===== src/rtl/cpu_wb_unit_pkg.sv =====
// Shared types for the CPU writeback unit: load-queue entry layout and load data formatting.
package cpu_wb_unit_pkg;

    localparam int CPU_ADDR_WIDTH = 5;
    localparam int CPU_DATA_WIDTH = 32;

    typedef enum logic [2:0] {
        LQ_LB  = 3'b000,
        LQ_LH  = 3'b001,
        LQ_LW  = 3'b010,
        LQ_LBU = 3'b100,
        LQ_LHU = 3'b101
    } lq_type_t;

    typedef struct packed {
        logic [CPU_ADDR_WIDTH-1:0] rd;
        lq_type_t                  ltype;
        logic [1:0]                offset;
    } lq_entry_t;

    // Extracts the addressed byte/half from an aligned word; unlisted funct3 codes pass the word through.
    function automatic logic [CPU_DATA_WIDTH-1:0] lq_format(
        input lq_type_t                  ltype,
        input logic [1:0]                offset,
        input logic [CPU_DATA_WIDTH-1:0] raw
    );
        logic [7:0]                byteSel;
        logic [15:0]               halfSel;
        logic [CPU_DATA_WIDTH-1:0] res;
        case (offset)
            2'd0:    byteSel = raw[7:0];
            2'd1:    byteSel = raw[15:8];
            2'd2:    byteSel = raw[23:16];
            default: byteSel = raw[31:24];
        endcase
        halfSel = offset[1] ? raw[31:16] : raw[15:0];
        case (ltype)
            LQ_LB:   res = {{(CPU_DATA_WIDTH-8){byteSel[7]}}, byteSel};
            LQ_LH:   res = {{(CPU_DATA_WIDTH-16){halfSel[15]}}, halfSel};
            LQ_LBU:  res = {{(CPU_DATA_WIDTH-8){1'b0}}, byteSel};
            LQ_LHU:  res = {{(CPU_DATA_WIDTH-16){1'b0}}, halfSel};
            default: res = raw;
        endcase
        return res;
    endfunction

endpackage


===== src/rtl/cpu_wb_unit_if.sv =====
// Bus bundle between issue/memory logic and the writeback unit.
// The bypass signals exist only when CPU_WB_BYPASS_EN is defined.
interface cpu_wb_unit_if
    import cpu_wb_unit_pkg::*;
#(
    parameter int ADDR_WIDTH = CPU_ADDR_WIDTH,
    parameter int DATA_WIDTH = CPU_DATA_WIDTH
);
    logic                     alu_valid;
    logic [ADDR_WIDTH-1:0]    alu_rd;
    logic [DATA_WIDTH-1:0]    alu_data;
    logic                     alu_ready;
    logic                     ld_issue;
    logic [ADDR_WIDTH-1:0]    ld_rd;
    logic [2:0]               ld_type;
    logic [1:0]               ld_offset;
    logic                     ld_issue_ready;
    logic                     ld_rsp_valid;
    logic [DATA_WIDTH-1:0]    ld_rsp_data;
    logic [ADDR_WIDTH-1:0]    a3;
    logic                     wen3;
    logic [DATA_WIDTH-1:0]    wd3;
    logic [2**ADDR_WIDTH-1:0] busy;
    logic                     ld_err;
`ifdef CPU_WB_BYPASS_EN
    logic                     byp_valid;
    logic [ADDR_WIDTH-1:0]    byp_rd;
    logic [DATA_WIDTH-1:0]    byp_data;
`endif

    modport slave (
`ifdef CPU_WB_BYPASS_EN
        output byp_valid, byp_rd, byp_data,
`endif
        input  alu_valid, alu_rd, alu_data, ld_issue, ld_rd, ld_type, ld_offset,
               ld_rsp_valid, ld_rsp_data,
        output alu_ready, ld_issue_ready, a3, wen3, wd3, busy, ld_err
    );

    modport master (
`ifdef CPU_WB_BYPASS_EN
        input  byp_valid, byp_rd, byp_data,
`endif
        output alu_valid, alu_rd, alu_data, ld_issue, ld_rd, ld_type, ld_offset,
               ld_rsp_valid, ld_rsp_data,
        input  alu_ready, ld_issue_ready, a3, wen3, wd3, busy, ld_err
    );

endinterface


===== src/rtl/cpu_wb_ldq.sv =====
// In-order outstanding-load queue; also exposes per-slot valid/rd so the top can build the busy map.
module cpu_wb_ldq
    import cpu_wb_unit_pkg::*;
#(
    parameter int DEPTH = 4
)
(
    input  logic                      clk,
    input  logic                      rst,
    input  logic                      push_i,
    input  lq_entry_t                 pushEntry_i,
    input  logic                      pop_i,
    output lq_entry_t                 head_o,
    output logic                      full_o,
    output logic                      empty_o,
    output logic [DEPTH-1:0]          entryValid_o,
    output logic [CPU_ADDR_WIDTH-1:0] entryRd_o [DEPTH]
);

    localparam int PTR_W = $clog2(DEPTH);

    lq_entry_t        mem_q [DEPTH];
    logic [PTR_W-1:0] wrPtr_q, wrPtr_d;
    logic [PTR_W-1:0] rdPtr_q, rdPtr_d;
    logic [PTR_W:0]   count_q, count_d;
    logic             doPush;
    logic             doPop;

    // A full queue refuses a push even when a pop happens in the same cycle.
    assign full_o  = (count_q == (PTR_W+1)'(DEPTH));
    assign empty_o = (count_q == '0);
    assign doPush  = push_i && !full_o;
    assign doPop   = pop_i && !empty_o;
    assign head_o  = mem_q[rdPtr_q];

    always_comb begin
        wrPtr_d = wrPtr_q;
        rdPtr_d = rdPtr_q;
        count_d = count_q;
        if (doPush) begin
            wrPtr_d = wrPtr_q + 1'b1;
        end
        if (doPop) begin
            rdPtr_d = rdPtr_q + 1'b1;
        end
        case ({doPush, doPop})
            2'b10:   count_d = count_q + 1'b1;
            2'b01:   count_d = count_q - 1'b1;
            default: count_d = count_q;
        endcase
    end

    always_ff @(posedge clk or posedge rst) begin
        if (rst) begin
            wrPtr_q <= '0;
            rdPtr_q <= '0;
            count_q <= '0;
        end else begin
            wrPtr_q <= wrPtr_d;
            rdPtr_q <= rdPtr_d;
            count_q <= count_d;
        end
    end

    always_ff @(posedge clk) begin
        if (doPush) begin
            mem_q[wrPtr_q] <= pushEntry_i;
        end
    end

    // Slot i is live when its distance from the read pointer is below the occupancy.
    always_comb begin
        for (int i = 0; i < DEPTH; i++) begin
            entryValid_o[i] = ({1'b0, PTR_W'(i) - rdPtr_q} < count_q);
            entryRd_o[i]    = mem_q[i].rd;
        end
    end

endmodule


===== src/rtl/cpu_wb_unit.sv =====
// Writeback driver of the register bank: merges ALU results with in-order load responses.
// Optional macro CPU_WB_BYPASS_EN adds a combinational forward of the selected write.
module cpu_wb_unit
    import cpu_wb_unit_pkg::*;
#(
    parameter int ADDR_WIDTH = CPU_ADDR_WIDTH,
    parameter int DATA_WIDTH = CPU_DATA_WIDTH,
    parameter int LQ_DEPTH   = 4
)
(
    input logic          clk,
    input logic          rst,
    cpu_wb_unit_if.slave bus
);

    lq_entry_t                 pushEntry;
    lq_entry_t                 head;
    logic                      lqFull;
    logic                      lqEmpty;
    logic                      lqPush;
    logic                      lqPop;
    logic [LQ_DEPTH-1:0]       entryValid;
    logic [CPU_ADDR_WIDTH-1:0] entryRd [LQ_DEPTH];

    logic                      selValid;
    logic [ADDR_WIDTH-1:0]     selRd;
    logic [DATA_WIDTH-1:0]     selData;
    logic                      wen3_q, wen3_d;
    logic [ADDR_WIDTH-1:0]     a3_q, a3_d;
    logic [DATA_WIDTH-1:0]     wd3_q, wd3_d;
    logic                      ldErr_q, ldErr_d;
    logic [2**ADDR_WIDTH-1:0]  busyVec;

    assign bus.ld_issue_ready = !lqFull;
    assign bus.alu_ready      = !bus.ld_rsp_valid;
    assign lqPush             = bus.ld_issue && !lqFull;
    assign lqPop              = bus.ld_rsp_valid && !lqEmpty;
    assign pushEntry          = '{rd:     CPU_ADDR_WIDTH'(bus.ld_rd),
                                  ltype:  lq_type_t'(bus.ld_type),
                                  offset: bus.ld_offset};

    cpu_wb_ldq #(
        .DEPTH (LQ_DEPTH)
    ) u_ldq (
        .clk          (clk),
        .rst          (rst),
        .push_i       (lqPush),
        .pushEntry_i  (pushEntry),
        .pop_i        (lqPop),
        .head_o       (head),
        .full_o       (lqFull),
        .empty_o      (lqEmpty),
        .entryValid_o (entryValid),
        .entryRd_o    (entryRd)
    );

    // Load responses cannot be stalled, so they always win the single write port.
    always_comb begin
        selValid = 1'b0;
        selRd    = '0;
        selData  = '0;
        ldErr_d  = ldErr_q;
        if (bus.ld_rsp_valid) begin
            if (!lqEmpty) begin
                selValid = 1'b1;
                selRd    = ADDR_WIDTH'(head.rd);
                selData  = DATA_WIDTH'(lq_format(head.ltype, head.offset,
                                                 CPU_DATA_WIDTH'(bus.ld_rsp_data)));
            end else begin
                ldErr_d  = 1'b1;
            end
        end else if (bus.alu_valid) begin
            selValid = 1'b1;
            selRd    = bus.alu_rd;
            selData  = bus.alu_data;
        end
        wen3_d = selValid && (selRd != '0);
        a3_d   = wen3_d ? selRd : '0;
        wd3_d  = wen3_d ? selData : '0;
    end

    always_ff @(posedge clk or posedge rst) begin
        if (rst) begin
            wen3_q  <= 1'b0;
            a3_q    <= '0;
            wd3_q   <= '0;
            ldErr_q <= 1'b0;
        end else begin
            wen3_q  <= wen3_d;
            a3_q    <= a3_d;
            wd3_q   <= wd3_d;
            ldErr_q <= ldErr_d;
        end
    end

    // Built from registered queue state, so a bit drops the cycle the matching write lands.
    always_comb begin
        busyVec = '0;
        for (int i = 0; i < LQ_DEPTH; i++) begin
            if (entryValid[i]) begin
                busyVec[ADDR_WIDTH'(entryRd[i])] = 1'b1;
            end
        end
        busyVec[0] = 1'b0;
    end

    assign bus.wen3   = wen3_q;
    assign bus.a3     = a3_q;
    assign bus.wd3    = wd3_q;
    assign bus.ld_err = ldErr_q;
    assign bus.busy   = busyVec;

`ifdef CPU_WB_BYPASS_EN
    assign bus.byp_valid = wen3_d;
    assign bus.byp_rd    = selRd;
    assign bus.byp_data  = selData;
`endif

endmodule


===== src/flat_wrapper.sv =====
// flat-port wrapper written by rule: the top's interface ports become plain ports
module cpu_wb_unit_flat import cpu_wb_unit_pkg::*;
#(
    parameter int ADDR_WIDTH = CPU_ADDR_WIDTH,
    parameter int DATA_WIDTH = CPU_DATA_WIDTH,
    parameter int LQ_DEPTH   = 4
)
  (clk, rst, bus_alu_valid, bus_alu_rd, bus_alu_data, bus_ld_issue, bus_ld_rd, bus_ld_type, bus_ld_offset, bus_ld_rsp_valid, bus_ld_rsp_data, bus_alu_ready, bus_ld_issue_ready, bus_a3, bus_wen3, bus_wd3, bus_busy, bus_ld_err);
  cpu_wb_unit_if #(.ADDR_WIDTH(ADDR_WIDTH), .DATA_WIDTH(DATA_WIDTH)) bus_i ();
  input logic clk;
  input logic rst;
  input wire logic [$bits(bus_i.alu_valid)-1:0] bus_alu_valid;
  input wire logic [$bits(bus_i.alu_rd)-1:0] bus_alu_rd;
  input wire logic [$bits(bus_i.alu_data)-1:0] bus_alu_data;
  input wire logic [$bits(bus_i.ld_issue)-1:0] bus_ld_issue;
  input wire logic [$bits(bus_i.ld_rd)-1:0] bus_ld_rd;
  input wire logic [$bits(bus_i.ld_type)-1:0] bus_ld_type;
  input wire logic [$bits(bus_i.ld_offset)-1:0] bus_ld_offset;
  input wire logic [$bits(bus_i.ld_rsp_valid)-1:0] bus_ld_rsp_valid;
  input wire logic [$bits(bus_i.ld_rsp_data)-1:0] bus_ld_rsp_data;
  output wire logic [$bits(bus_i.alu_ready)-1:0] bus_alu_ready;
  output wire logic [$bits(bus_i.ld_issue_ready)-1:0] bus_ld_issue_ready;
  output wire logic [$bits(bus_i.a3)-1:0] bus_a3;
  output wire logic [$bits(bus_i.wen3)-1:0] bus_wen3;
  output wire logic [$bits(bus_i.wd3)-1:0] bus_wd3;
  output wire logic [$bits(bus_i.busy)-1:0] bus_busy;
  output wire logic [$bits(bus_i.ld_err)-1:0] bus_ld_err;
  assign bus_i.alu_valid = bus_alu_valid;
  assign bus_i.alu_rd = bus_alu_rd;
  assign bus_i.alu_data = bus_alu_data;
  assign bus_i.ld_issue = bus_ld_issue;
  assign bus_i.ld_rd = bus_ld_rd;
  assign bus_i.ld_type = bus_ld_type;
  assign bus_i.ld_offset = bus_ld_offset;
  assign bus_i.ld_rsp_valid = bus_ld_rsp_valid;
  assign bus_i.ld_rsp_data = bus_ld_rsp_data;
  assign bus_alu_ready = bus_i.alu_ready;
  assign bus_ld_issue_ready = bus_i.ld_issue_ready;
  assign bus_a3 = bus_i.a3;
  assign bus_wen3 = bus_i.wen3;
  assign bus_wd3 = bus_i.wd3;
  assign bus_busy = bus_i.busy;
  assign bus_ld_err = bus_i.ld_err;
  cpu_wb_unit #(.ADDR_WIDTH(ADDR_WIDTH), .DATA_WIDTH(DATA_WIDTH), .LQ_DEPTH(LQ_DEPTH)) u_core (.clk(clk), .rst(rst), .bus(bus_i));
endmodule

===== config.mk =====
export PLATFORM = sky130hd
export DESIGN_NAME = cpu_wb_unit_flat
export DESIGN_NICKNAME = d
export VERILOG_FILES = /design/src/rtl/cpu_wb_unit_pkg.sv /design/src/rtl/cpu_wb_unit_if.sv /design/src/rtl/cpu_wb_ldq.sv /design/src/rtl/cpu_wb_unit.sv /design/src/flat_wrapper.sv
export SDC_FILE = /design/constraint.sdc
export NUM_CORES = 1
export LEC_CHECK = 0
export CELL_PAD_IN_SITES_DETAIL_PLACEMENT = 1
export CELL_PAD_IN_SITES_GLOBAL_PLACEMENT = 1
export CORE_UTILIZATION = 30
export CTS_BUF_LIST = sky130_fd_sc_hd__clkbuf_8 sky130_fd_sc_hd__clkbuf_16
export DETAILED_ROUTE_END_ITERATION = 10
export PLACE_DENSITY = 0.67
export SETUP_SLACK_MARGIN = 0.15
export SKIP_CTS_REPAIR_TIMING = 1
export SYNTH_ARGS = -nofsm -noshare
export SYNTH_HDL_FRONTEND = slang
export SYNTH_SLANG_ARGS = --single-unit

===== constraint.sdc =====
create_clock -name clk -period 3.69 [get_ports clk]
set_input_delay 0.738 -clock clk [delete_from_list [all_inputs] [get_ports clk]]
set_output_delay 0.738 -clock clk [all_outputs]
set_load 0.05 [all_outputs]

# Word level (Yosys, flattened, before mapping)
# Memories as Yosys holds them, arrays and structs flattened.
# Index checks and enable logic that the tools add are counted.
# word_totals
regBits	46
input_bits	84
output_inout_bits	73
mem_count	1
wordCells	86
ram_bits	40
# mem_list
name	words	word_bits	rd	rd_clocked_by_memory_dff	write_ports	line_no	source
u_core.u_ldq.mem_q	4	10	5	0	1	cpu_wb_ldq.sv:22	lq_entry_t mem_q [DEPTH];
# op_classes
mux	29
eq_ne	8
n_lt_le_gt_ge	12
n_reduce_logical	18
n_bitwise	3
add_sub_neg	8
# op_table
operator	n
$mux W32	8
$pmux W32 S4	1
$or A32 B32 Y32	3
$lt A5 B6 Y1 const B	4
$pmux W8 S3	1
$demux W1 S5	4
$ge A5 B1 Y1 const B	4
$mux W5	4
$mux W16	1
$lt A2 B3 Y1	4
$eq A3 B3 Y1 const B	3
$logic_and A1 B1 Y1	9
$mux W1	9
$logic_not A3 Y1	2
$pmux W3 S2	1
$reduce_bool A5 Y1	1
$add A2 B1 Y2 const B	2
$eq A2 B1 Y1 const B	2
$eq A2 B2 Y1 const B	2
$sub A1 B2 Y2 const A	2
$sub A2 B2 Y2 const A	2
$add A3 B1 Y3 const B	1
$eq A3 B1 Y1 const B	1
$logic_not A1 Y1	3
other kinds (4)	4

# Longest topological paths before layout
# Gate-level depths: netlist of run 1.
# An unclocked memory read counts as a cell.
# logic_depth
ltp_word	12
ltp_mapped	10
mapped_depth_nobuf	10

# Modules after synthesis
# A second synthesis of run 1 with hierarchy kept.
# unflattened
cells_unflattened	499
hier_area_um2	5460.2
# modules_own_cells
module	cells_per_inst	instances	area_each_um2
cpu_wb_unit	370	1	3251.9
cpu_wb_ldq	129	1	2208.4

# Worst setup path before layout of run 1
# Ideal clock, no wire load.
# synth_path
path_type	register -> output
start	reg u_core.u_ldq.rdPtr_q[0]
end	out bus_busy[7]
setup_slack_ns	0.394
t_required_ns	2.952
path_stages_with_launch	9
t_arrival_ns	2.558
path_buffers	2
cell_sequence	dfrtp_1 > buf_6 > buf_4 > xor2_1 > inv_1 > ha_1 > a21o_1 > a211oi_1 > a311o_1
# synth_via
elab_chain_len	9
elab_cells_between_ends	15
# synth_rtl
element	line_no	source
from (decl)	cpu_wb_ldq.sv:24	logic [PTR_W-1:0] rdPtr_q, rdPtr_d;
from (signal assigned)	cpu_wb_ldq.sv:60	rdPtr_q <= rdPtr_d;
$sub A1 B2 Y2	cpu_wb_ldq.sv:74	entryValid_o[i] = ({1'b0, PTR_W'(i) - rdPtr_q} < count_q);
$lt A2 B3 Y1	cpu_wb_ldq.sv:74	
$mux W32	cpu_wb_unit.sv:100	if (entryValid[i]) begin
$or A32 B32 Y32 (no line)	n/a	
$mux W32	cpu_wb_unit.sv:100	
$or A32 B32 Y32 (no line)	n/a	
$mux W32	cpu_wb_unit.sv:100	
$or A32 B32 Y32 (no line)	n/a	
$mux W32 *	cpu_wb_unit.sv:100	
to (decl)	flat_wrapper.sv:26	output wire logic [$bits(bus_i.busy)-1:0] bus_busy;
# Every way passes the cells marked *; elsewhere a longest branch is shown, timed or not.

# Worst setup path after layout of run 1
# layout_path
start	reg u_core.u_ldq.rdPtr_q[1]
end	out bus_busy[13]
# The elaborated chain is that of the path after synthesis.

==> results.toml, run 1 <==
[status]
status = "finished clean"

[logic_synthesis]
seq_area_frac_synth = 0.460
synthFlopType = "dfrtp_1"
synthesis.nets = 556
synth.area.top_cells = "edfxtp_1 (24%), dfrtp_1 (23%), mux4_2 (4.8%)"
synth_warnings = 0
syn-cell-area_mm2 = 0.00511
syn_avg_cell_area_um2 = 11.1
synth_top_area_cell = "edfxtp_1"
async_flop_share = 0.535
yosys.area.top_type_share = 0.235
synth_cell_type_count = 60
ys_ff_latch = 86
netlist_instances = 462
synth_edf_count = 40

[setup_path]
cp_max_fo = 7
path_buf_inv = 3
critPathLaunchType = "flip-flop"
critPathArrivalTime_ns = 2.68
crit_family = "compound AO/OA/AOI/OAI gates"
crit_slowest_cell = "dfrtp_2"
worstPathCellList = "xor2_2 -> inv_1 -> ha_1 -> a21oi_1 -> o211ai_1 -> buf_4 -> o32ai_1 -> a221o_1 -> buf_12"
critPathCaptureType = "primary output"
max_stage_delay_ns = 0.47
critPathKind = "reg2out"
critPathRequiredTime_ns = 2.95

[power_and_ir_drop]
power_density_mw_per_mm2 = 855
leakage_nw = 2.92
power_w = 0.00651
irDropWorstVdd_v = 0.000448

[clock_tree]
cts_tree = "built"
clkTransAtPathRegs_ns = 0.07
cts_sinks = 86
cts.htree.levels = 3
root_buffer = "clkbuf_16"
clkLatencyLatePin_ns = 0.34
cts_buffers = 9
clk_path_buf_depth = 2

[floorplanning]
core_region_area_mm2 = 0.0166
dieArea_mm2 = 0.0176
rows = 47
die-height_um = 132
start_util = 0.308
io_pins = 157
die_w_um = 132

[timing]
period_share = 0.926
setup_viol = 0
fmax_mhz = 293
hold_viol = 0
hold_slack_ns = 0.500
rsz0062_at_grt = "true"
fin_ws_ns = 0.272
fin_skew_ns = 0.00703
slew_headroom = 0.320
period_minus_slack_ns = 3.42
slew_violations = 0
worst_pin_slew_ns = 1.02

[detailed_routing]
wl_per_cell_um = 22.9
drt_iter0_markers = 271
vias_per_cell = 5.71
drc = 0
vias = 4859
totalWireLength_um = 19500
first_pass_iters = 5
ant_nets = 0

[cells_and_area]
stdcell_area_mm2 = 0.00762
drive_gt1_frac = 0.183
nets = 719
synthToLayoutAreaGrowth_pct = 49.2

[global_route]
grt_start_max_net_pins = 47
grt_first_pass_wirelength_um = 30400
grt-ovfl-total = 0
grtUsageTotal = 0.227
first_global_vias = 5113
antenna_found_initial = 1

[min_path]
hold_class = "reg2reg"

[place]
dpl-instance-area_mm2 = 0.00723
gp_congestion = 0.853
dp_hpwl_um = 14600
place_worst_setup_slack_ns = 0.349
io_buffers = 155

[job]
cap_viol_max_count = 0
## through the flow
step / TNS [ns] / utilization / std cells
after floorplan: 0 / - / 462
after global placement: 0 / 0.436 / 828
after detailed placement: 0 / 0.436 / 828
after CTS: -0.128 / 0.454 / 844
after global routing: 0 / 0.459 / 850
final: 0 / 0.459 / 851
## report_power, final
part | total, W | switching [W] | internal, W
registers | 0.00155 | 0.000220 | 0.00133
clock network | 0.000926 | 0.000393 | 0.000533
logic | 0.00403 | 0.00248 | 0.00155
## path summary, 6_finish.rpt
| check | from | to | slack [ns] | cells past startpoint |
|---|---|---|---|---|
| worst max-delay path | u_core.u_ldq.rdPtr_q[1] | bus_busy[13] | 0.27 | 9 |
| max in group asynchronous | rst | u_core.u_ldq.rdPtr_q[1] | 2.03 | 2 |
| min in group asynchronous | rst | u_core.bus.wd3[2] | 0.97 | 2 |
| worst min-delay path | u_core.bus.ld_err | u_core.bus.ld_err | 0.50 | 1 |
| worst max register to register | u_core.u_ldq.rdPtr_q[0] | u_core.bus.wd3[2] | 0.91 | 6 |
| worst min register to register | u_core.bus.ld_err | u_core.bus.ld_err | 0.50 | 1 |
## cell type report
class / instances / area [um^2]
Antenna cell: 1 / 2.50
Clock inverter: 7 / 80.1
Tap cell: 220 / 275
Clock buffer: 9 / 225
Timing Repair Buffer: 178 / 2030
Inverter: 26 / 97.6
Multi-Input combinational cell: 324 / 2550
Fill cell: 1778 / 8960
Sequential cell: 86 / 2350
## metal layers
layer  up-vias  share of wire  global-route usage
met2       240           0.50               0.383
met4         0          0.021              0.0798
met3        32          0.075              0.0540
met1      2428           0.41               0.283
li1       2159              -                   -
met5         -              0                   0
## cells by family after synthesis
kind of cell               count (synthesis)  share of synthesized area
AOI/OAI and AO/OA                        165                      0.256
xor gates and xnor gates                   7                     0.0120
adders and majority gates                 10                     0.0260
buffers and inverters                     52                     0.0475
DFF                                       86                      0.460
muxes                                     22                     0.0700
other                                      1                   0.000734
and+or+nand+nor                          119                      0.128
## placed cells by master, fill, tap and decap left out, drive strengths merged, types with 7 or more instances in the layout
master | Yosys | routed
nor3 | 7 | 7
o22ai | 25 | 25
mux4 | 11 | 11
a21oi | 22 | 22
a2bb2oi | 7 | 7
and3 | 14 | 14
nor2 | 21 | 21
nand3b | 8 | 8
mux2i | 11 | 11
o211ai | 12 | 12
inv | 25 | 28
nand2 | 31 | 31
o221ai | 13 | 13
clkbuf | 15 | 9
nand3 | 9 | 9
dfrtp | 46 | 46
edfxtp | 40 | 40
buf | 11 | 54
a211oi | 17 | 17
ha | 9 | 9
a221oi | 7 | 7
a221o | 18 | 18
clkdlybuf4s50 | 0 | 124
a22oi | 18 | 18
## cells in the mapped netlist, types with 4 or more instances
| master | n |
|---|---|
| dfrtp_1 | 46 |
| edfxtp_1 | 40 |
| nand2_1 | 31 |
| o22ai_1 | 25 |
| inv_1 | 24 |
| a21oi_1 | 21 |
| nor2_1 | 20 |
| a221o_1 | 18 |
| a22oi_1 | 18 |
| clkbuf_1 | 15 |
| and3_1 | 14 |
| o221ai_1 | 13 |
| o211ai_1 | 12 |
| mux2i_1 | 11 |
| mux4_2 | 11 |
| a211oi_2 | 10 |
| ha_1 | 9 |
| nand3_1 | 9 |
| nand3b_1 | 8 |
| a211oi_1 | 7 |
| a221oi_1 | 7 |
| a2bb2oi_1 | 7 |
| nor3_1 | 6 |
| a22o_1 | 5 |
| and3b_1 | 5 |
| buf_2 | 5 |
| nor3b_1 | 5 |
| o21ai_0 | 5 |
| xnor2_1 | 5 |
| or3b_2 | 4 |
## registers in the layout (all words and copies together) (netlist names)
register and cells:
u_core.u_ldq.mem_q 40, u_core.u_ldq.rdPtr_q 2, u_core.u_ldq.wrPtr_q 2, u_core.bus.ld_err 1
u_core.bus.a3 5, u_core.u_ldq.count_q 3, u_core.bus.wd3 32, u_core.bus.wen3 1
(Power assumes the default switching activity.)
==> run 2, diff against run 1 <==
- SKIP_LAST_GASP: unset -> 1
==> results of run 2 <==
The final DEF is identical to that of run 1; final timing and power are the same.
